## config.mk

```make
export PLATFORM = sky130hd
export DESIGN_NAME = multdiv_flat
export DESIGN_NICKNAME = d
export VERILOG_FILES = /design/src/rtl/multdiv_pkg.sv /design/src/rtl/multdiv_if.sv /design/src/rtl/addsub33.sv /design/src/rtl/multdiv.sv /design/src/flat_wrapper.sv
export SDC_FILE = /design/constraint.sdc
export NUM_CORES = 1
export LEC_CHECK = 0
export CORE_MARGIN = 5
export CORE_UTILIZATION = 61
export DETAILED_ROUTE_END_ITERATION = 8
export MAX_ROUTING_LAYER = met4
export PLACE_DENSITY = 0.83
export SLEW_MARGIN = 20
export SYNTH_ARGS = -nofsm -noshare
export SYNTH_HDL_FRONTEND = slang
export SYNTH_SLANG_ARGS = --single-unit
```

## constraint.sdc

```tcl
create_clock -name clock -period 7.73 [get_ports clock]
set_input_delay 0.773 -clock clock [delete_from_list [all_inputs] [get_ports clock]]
set_output_delay 0.773 -clock clock [all_outputs]
set_load 0.02 [all_outputs]
```

## src/rtl/multdiv_pkg.sv

```systemverilog
// multdiv_pkg: shared definitions for the iterative signed multiply/divide unit.
//   WIDTH_DEF : default operand/result width
//   state_e   : FSM state encoding (IDLE/MUL/DIV/DONE)
//   INT_MIN   : most negative 32-bit signed value
package multdiv_pkg;

  localparam int WIDTH_DEF = 32;

  localparam logic [31:0] INT_MIN = 32'h8000_0000;

  typedef enum logic [1:0] {
    IDLE = 2'd0,
    MUL  = 2'd1,
    DIV  = 2'd2,
    DONE = 2'd3
  } state_e;

endpackage

```

## src/rtl/multdiv_if.sv

```systemverilog
// multdiv_if: start/operand/result bundle between the pipeline and multdiv.
//   master : drives ctrl_MULT, ctrl_DIV, data_operandA/B; sees results
//   slave  : the multdiv unit; drives data_result, data_exception, data_resultRDY
interface multdiv_if
  import multdiv_pkg::*;
#(
  parameter int WIDTH = WIDTH_DEF
);
  logic             ctrl_MULT;
  logic             ctrl_DIV;
  logic [WIDTH-1:0] data_operandA;
  logic [WIDTH-1:0] data_operandB;
  logic [WIDTH-1:0] data_result;
  logic             data_exception;
  logic             data_resultRDY;

  modport master (
    output ctrl_MULT, ctrl_DIV, data_operandA, data_operandB,
    input  data_result, data_exception, data_resultRDY
  );

  modport slave (
    input  ctrl_MULT, ctrl_DIV, data_operandA, data_operandB,
    output data_result, data_exception, data_resultRDY
  );
endinterface

```

## src/rtl/addsub33.sv

```systemverilog
// addsub33: combinational add/subtract shared by the multiply accumulate
// and the divide trial subtract.
//   a_i, b_i : operands
//   sub_i    : 1 = a_i - b_i, 0 = a_i + b_i
//   sum_o    : result, same width as the operands (carry/borrow dropped)
module addsub33
  import multdiv_pkg::*;
#(
  parameter int W = WIDTH_DEF + 1
) (
  input  logic [W-1:0] a_i,
  input  logic [W-1:0] b_i,
  input  logic         sub_i,
  output logic [W-1:0] sum_o
);
  // two's-complement subtract: invert b and inject the +1 as carry-in
  assign sum_o = a_i + (b_i ^ {W{sub_i}}) + W'(sub_i);
endmodule

```

## src/rtl/multdiv.sv

```systemverilog
// multdiv: fixed-latency iterative signed multiply / divide.
//   clock          : rising-edge clock
//   ctrl_reset_n   : asynchronous active-low reset
//   bus (slave)    : ctrl_MULT/ctrl_DIV start pulses, data_operandA/B,
//                    data_result, data_exception, data_resultRDY
// A start edge latches operand magnitudes and the result sign. ITER
// iterations follow (shift-add for multiply, restoring for divide), the
// final one writing the signed result and a one-cycle data_resultRDY.
module multdiv
  import multdiv_pkg::*;
#(
  parameter int WIDTH = WIDTH_DEF,
  parameter int ITER  = WIDTH
) (
  input  logic     clock,
  input  logic     ctrl_reset_n,
  multdiv_if.slave bus
);
  localparam int CW = $clog2(ITER) + 1;
  localparam logic [WIDTH-1:0] SMIN = {1'b1, {(WIDTH-1){1'b0}}};

  // magnitude of a signed value; SMIN maps to 2^(WIDTH-1) read unsigned
  function automatic logic [WIDTH-1:0] mag(input logic [WIDTH-1:0] v);
    return v[WIDTH-1] ? -v : v;
  endfunction

  state_e           state_q;
  logic [CW-1:0]    cnt_q;
  logic [WIDTH-1:0] acc_q;   // product high half / partial remainder
  logic [WIDTH-1:0] lo_q;    // multiplier shifting out / dividend->quotient
  logic [WIDTH-1:0] b_q;     // multiplicand or divisor magnitude
  logic             neg_q;   // operand signs differ
  logic             ovf_q;   // divide SMIN / -1
  logic [WIDTH-1:0] result_q;
  logic             exc_q;
  logic             rdy_q;

  logic start;
  assign start = bus.ctrl_MULT | bus.ctrl_DIV;

  logic last;
  assign last = (cnt_q == CW'(ITER - 1));

  // shared adder input steering
  logic [WIDTH:0] add_a, add_b, add_s;
  logic           add_sub;

  always_comb begin
    add_a   = {1'b0, acc_q};
    add_b   = lo_q[0] ? {1'b0, b_q} : '0;
    add_sub = 1'b0;
    if (state_q == DIV) begin
      add_a   = {acc_q, lo_q[WIDTH-1]};
      add_b   = {1'b0, b_q};
      add_sub = 1'b1;
    end
  end

  addsub33 #(.W(WIDTH + 1)) u_addsub (
    .a_i   (add_a),
    .b_i   (add_b),
    .sub_i (add_sub),
    .sum_o (add_s)
  );

  // multiply: post-step 2W-bit magnitude product and its signed form
  logic [2*WIDTH-1:0] prod, prod_s;
  logic               mul_exc;
  assign prod    = {add_s, lo_q[WIDTH-1:1]};
  assign prod_s  = neg_q ? -prod : prod;
  // fits in signed WIDTH bits only if the top WIDTH+1 bits are all equal
  assign mul_exc = ~((&prod_s[2*WIDTH-1:WIDTH-1]) | ~(|prod_s[2*WIDTH-1:WIDTH-1]));

  // divide: trial subtract succeeds when the difference is non-negative
  logic             q_bit;
  logic [WIDTH-1:0] rem_d, quo_d, quo_s;
  logic             dz;
  assign q_bit = ~add_s[WIDTH];
  // remainder stays below the divisor, so WIDTH bits always suffice
  assign rem_d = q_bit ? add_s[WIDTH-1:0] : add_a[WIDTH-1:0];
  assign quo_d = {lo_q[WIDTH-2:0], q_bit};
  assign quo_s = neg_q ? -quo_d : quo_d;
  assign dz    = (b_q == '0);

  always_ff @(posedge clock or negedge ctrl_reset_n) begin
    if (!ctrl_reset_n) begin
      state_q  <= IDLE;
      cnt_q    <= '0;
      acc_q    <= '0;
      lo_q     <= '0;
      b_q      <= '0;
      neg_q    <= 1'b0;
      ovf_q    <= 1'b0;
      result_q <= '0;
      exc_q    <= 1'b0;
      rdy_q    <= 1'b0;
    end else if (start) begin
      // a start always wins, aborting whatever was in flight
      state_q <= bus.ctrl_MULT ? MUL : DIV;
      cnt_q   <= '0;
      acc_q   <= '0;
      lo_q    <= bus.ctrl_MULT ? mag(bus.data_operandB) : mag(bus.data_operandA);
      b_q     <= bus.ctrl_MULT ? mag(bus.data_operandA) : mag(bus.data_operandB);
      neg_q   <= bus.data_operandA[WIDTH-1] ^ bus.data_operandB[WIDTH-1];
      ovf_q   <= ~bus.ctrl_MULT && (bus.data_operandA == SMIN) &&
                 (bus.data_operandB == '1);
      rdy_q   <= 1'b0;
    end else begin
      case (state_q)
        IDLE: rdy_q <= 1'b0;
        MUL: begin
          acc_q <= add_s[WIDTH:1];
          lo_q  <= {add_s[0], lo_q[WIDTH-1:1]};
          cnt_q <= cnt_q + 1'b1;
          if (last) begin
            state_q  <= DONE;
            result_q <= prod_s[WIDTH-1:0];
            exc_q    <= mul_exc;
            rdy_q    <= 1'b1;
          end
        end
        DIV: begin
          acc_q <= rem_d;
          lo_q  <= quo_d;
          cnt_q <= cnt_q + 1'b1;
          if (last) begin
            state_q  <= DONE;
            result_q <= dz ? '0 : quo_s;
            exc_q    <= dz | ovf_q;
            rdy_q    <= 1'b1;
          end
        end
        DONE: begin
          state_q <= IDLE;
          rdy_q   <= 1'b0;
        end
        default: state_q <= IDLE;
      endcase
    end
  end

  assign bus.data_result    = result_q;
  assign bus.data_exception = exc_q;
  assign bus.data_resultRDY = rdy_q;

endmodule

```

## src/flat_wrapper.sv

```systemverilog
// flat-port wrapper written by rule: the top's interface ports become plain ports
module multdiv_flat import multdiv_pkg::*;
#(
  parameter int WIDTH = WIDTH_DEF,
  parameter int ITER  = WIDTH
)
  (clock, ctrl_reset_n, bus_ctrl_MULT, bus_ctrl_DIV, bus_data_operandA, bus_data_operandB, bus_data_result, bus_data_exception, bus_data_resultRDY);
  multdiv_if #(.WIDTH(WIDTH)) bus_i ();
  input  logic clock;
  input  logic ctrl_reset_n;
  input wire logic [$bits(bus_i.ctrl_MULT)-1:0] bus_ctrl_MULT;
  input wire logic [$bits(bus_i.ctrl_DIV)-1:0] bus_ctrl_DIV;
  input wire logic [$bits(bus_i.data_operandA)-1:0] bus_data_operandA;
  input wire logic [$bits(bus_i.data_operandB)-1:0] bus_data_operandB;
  output wire logic [$bits(bus_i.data_result)-1:0] bus_data_result;
  output wire logic [$bits(bus_i.data_exception)-1:0] bus_data_exception;
  output wire logic [$bits(bus_i.data_resultRDY)-1:0] bus_data_resultRDY;
  assign bus_i.ctrl_MULT = bus_ctrl_MULT;
  assign bus_i.ctrl_DIV = bus_ctrl_DIV;
  assign bus_i.data_operandA = bus_data_operandA;
  assign bus_i.data_operandB = bus_data_operandB;
  assign bus_data_result = bus_i.data_result;
  assign bus_data_exception = bus_i.data_exception;
  assign bus_data_resultRDY = bus_i.data_resultRDY;
  multdiv #(.WIDTH(WIDTH), .ITER(ITER)) u_core (.clock(clock), .ctrl_reset_n(ctrl_reset_n), .bus(bus_i));
endmodule
```

==> key figures <==
Finish
  • Most frequent cells in the layout: 208 x nand2_1, 175 x nor2_1, 139 x dfrtp_1, 126 x a21oi_1, 116 x o21ai_0
  • Share of layout cells above drive strength 1: 8.03%
  • Final core occ: 69.3%
  • Post-route insts no fill: 2144
  • P&R area growth vs syn: 11.2%
  • # fillers: 1895
  • Ant. Diodes: 0
  • Most common cell after layout, fill and taps aside: nand2_1
  • NumNets Final: 1929

Logic synthesis
  • Compound-Gate Fraction of Synth Area: 25.6%
  • Yosys top cell area share: 24.7%
  • Mux contribution to synthesized area: 9.73%
  • Area contributors post-synth: dfrtp_1 25%, xor2_1 5.8%, nand2_1 5.5%
  • Synthesized Nets: 1946
  • Mapped Cells: 1835
  • Ys flop type: dfrtp_1
  • Main combinational cell family by area after synthesis: compound AO/OA/AOI/OAI gates
  • Synth Area per Inst: 7.73 um^2
  • Ys Warns: 0
  • Post-synth EDFFs: 0
  • Simple-Gate Fraction of Synth Area: 20.8%
  • Xor-xnor portion of the synthesized cell area: 10.4%
  • Synthesized area: 14200 um^2
  • Post-synth ARST share: 100%
  • Synth Area in Adders: 3.84%
  • Synth Register Bits: 140
  • Seq/Total Area, Yosys: 24.7%
  • Distinct cells, synth: 79
  • Yosys top cell by area: dfrtp_1

STA
  • Hold violation count in the final report: 0
  • Clock period minus worst slack: 6.90 ns
  • Skew final: 0.0118 ns
  • Final WS setup: 0.829 ns
  • Slew of the pin with the lowest slew margin: 1.10 ns
  • Fmax: 145 MHz
  • Setup TNS: 0 ns
  • RSZ-0062 raised after global routing: no
  • Slew HR: 26.4%
  • Endpoints failing setup: 0
  • Max Slew Vio Count: 0
  • Tcrit/Tclk final: 89.3%
  • Hold WS: 0.368 ns

Place
  • DP Wirelength: 33100 um
  • Port Buffers: 101
  • Placed cells: 2112
  • Post-Place Worst Slack: 0.938 ns
  • Final Wtd Congestion: 0.975

Detailed routing
  • TritonRoute pass-1 iters: 8
  • Wire per inst: 21.4 um
  • Total wire length: 45900 um
  • Drc violations: 0
  • Routed vias/inst: 6.81
  • Vias: 14600
  • Remaining antenna violation count: 0
  • DR iter-0 viols: 1786

Global routing
  • Grt ovf: 0
  • Largest net degree at the start of global routing: 115
  • Met3 Use GR: 6.99%
  • First-pass GRT wire length: 73400 um
  • Global Route Usage Sum: 35.2%
  • Met1 Resource Use GR: 46.5%
  • Initial antenna violation count: 0
  • M2 GR Usage: 54.4%
  • Vias in the first global route: 13600
  • Top Usage Layer GRT: met2

Critical path
  • CP max FO: 43
  • Worst EP required: 8.01 ns
  • CP Launch Type: flop
  • Crit end category: flop
  • WS Path Type: reg2reg
  • Critical Path AT: 7.19 ns

Clock network
  • Root buffer cell: clkbuf_16
  • TritonCTS Sinks: 140
  • CTS resizes: 0
  • CTS tree: built
  • Count of hold buffers inserted by post-cts repair: 0
  • H-tree Lvls: 4
  • Worst-Skew Late Latency: 0.44 ns
  • CTS Buf Count: 17
  • Total setup buffers inserted after CTS: 0
  • Clk slew on worst S/H paths: 0.07 ns
  • Clock tree buffer depth: 2

Die
  • Chip Width: 163 um
  • Io pins: 102
  • Initial Util: 62.3%
  • Die Ht: 163 um
  • Core ar.: 22800 um^2
  • Std-Cell Rows: 55
  • Die area: 26400 um^2

Run
  • Maxcap violations: 0

Hold path
  • Worst hold path class: in2async

Pwr
  • Power Density: 194 nW/um^2
  • Peak VDD IR: 0.151 mV
  • Static Leak: 6.26 nW

Run status
  • Run status: complete, no violations
==> registers in the layout, summed over array words and instances (netlist names) <==
name and count:
u_core.ovf_q 1, u_core.b_q 32, u_core.bus.data_exception 1, u_core.state_q 2, u_core.bus.data_resultRDY 1, u_core.neg_q 1, u_core.bus.data_result 32, u_core.lo_q 32
u_core.acc_q 32, u_core.cnt_q 6
==> stage by stage <==
step                      instance area, um^2  power [mW]
after floorplan                         14200        1.81
after global placement                  15200        2.13
after detailed placement                15200        2.16
after CTS                               15800        3.03
after global routing                    15800        3.22
final                                   15800        3.06
==> synthesized netlist by cell type, types with 13 or more instances <==
| library cell | number |
|---|---|
| xnor2_1 | 74 |
| nand3_1 | 30 |
| mux2i_1 | 67 |
| a31oi_1 | 27 |
| ha_1 | 42 |
| o221ai_1 | 23 |
| or3_1 | 16 |
| inv_1 | 28 |
| o21ai_0 | 116 |
| nand4_1 | 30 |
| xor2_1 | 94 |
| nor3_1 | 27 |
| buf_1 | 21 |
| o31ai_1 | 34 |
| nand2_1 | 209 |
| a211oi_1 | 49 |
| nor4_1 | 31 |
| mux2_2 | 63 |
| dfrtp_1 | 140 |
| a21oi_1 | 126 |
| clkbuf_1 | 132 |
| nor2_1 | 175 |
| o21a_1 | 33 |
| o41ai_1 | 13 |
| or4_1 | 30 |
| nand2b_1 | 22 |
| o211ai_1 | 36 |
==> kinds of logic after synthesis <==
logic type | count (synthesis)
and+or+nand+nor | 621
muxes | 130
xor gates and xnor gates | 168
DFF | 140
AOI/OAI and AO/OA | 545
adders and majority gates | 43
buffers and inverters | 188
==> area by class of cell <==
cell class / instances / area [um^2] / share of cell area, %
Clock buffer: 19 / 443 / 2.81
Clock inverter: 13 / 155 / 0.983
Inverter: 30 / 113 / 0.714
Multi-Input combinational cell: 1507 / 10000 / 63.4
Sequential cell: 140 / 3500 / 22.2
Tap cell: 313 / 392 / 2.48
Timing Repair Buffer: 122 / 1170 / 7.40
==> worst max-delay path, cell delays in order, from the launching register on <==
cell and delay, ns:
dfrtp_1 0.42, inv_1 0.17, ha_2 0.21, buf_4 0.35
buf_4 0.45, mux2_2 0.24, ha_1 0.32, and3_1 0.24
and3_1 0.20, a221oi_2 0.55, a21oi_1 0.22, xnor2_1 0.37
o2111ai_1 0.30, or4_1 0.68, nor4_1 0.84, xnor2_1 0.20
a31oi_1 0.10, or4b_1 0.50, nor4b_1 0.27, o32ai_1 0.11
==> path summary, 6_finish.rpt <==
path	slack [ns]	depth (start not counted)	end	start
setup / recovery	0.83	19	u_core.bus.data_exception	u_core.state_q[0]
hold / removal	0.37	1	u_core.bus.data_result[12]	ctrl_reset_n
setup reg to reg	0.83	19	u_core.bus.data_exception	u_core.state_q[0]
hold reg to reg	0.48	2	u_core.ovf_q	u_core.ovf_q
max in group asynchronous	6.01	2	u_core.neg_q	ctrl_reset_n
min in group clock	0.48	2	u_core.ovf_q	u_core.ovf_q
==> routing by layer <==
| metal | vias to the layer above | wire length [um] |
|---|---|---|
| li1 | 6714 | - |
| met1 | 6939 | 18600 |
| met2 | 809 | 21100 |
| met3 | 130 | 4730 |
| met4 | 0 | 1430 |
| met5 | - | 0 |
==> where the power goes <==
part           switching [mW]  total [mW]  internal [mW]
sequential              0.134       0.925          0.792
clock                   0.376       0.869          0.493
combinational           0.781        1.27          0.488
Note: power is estimated with default switching activity, not from simulation.
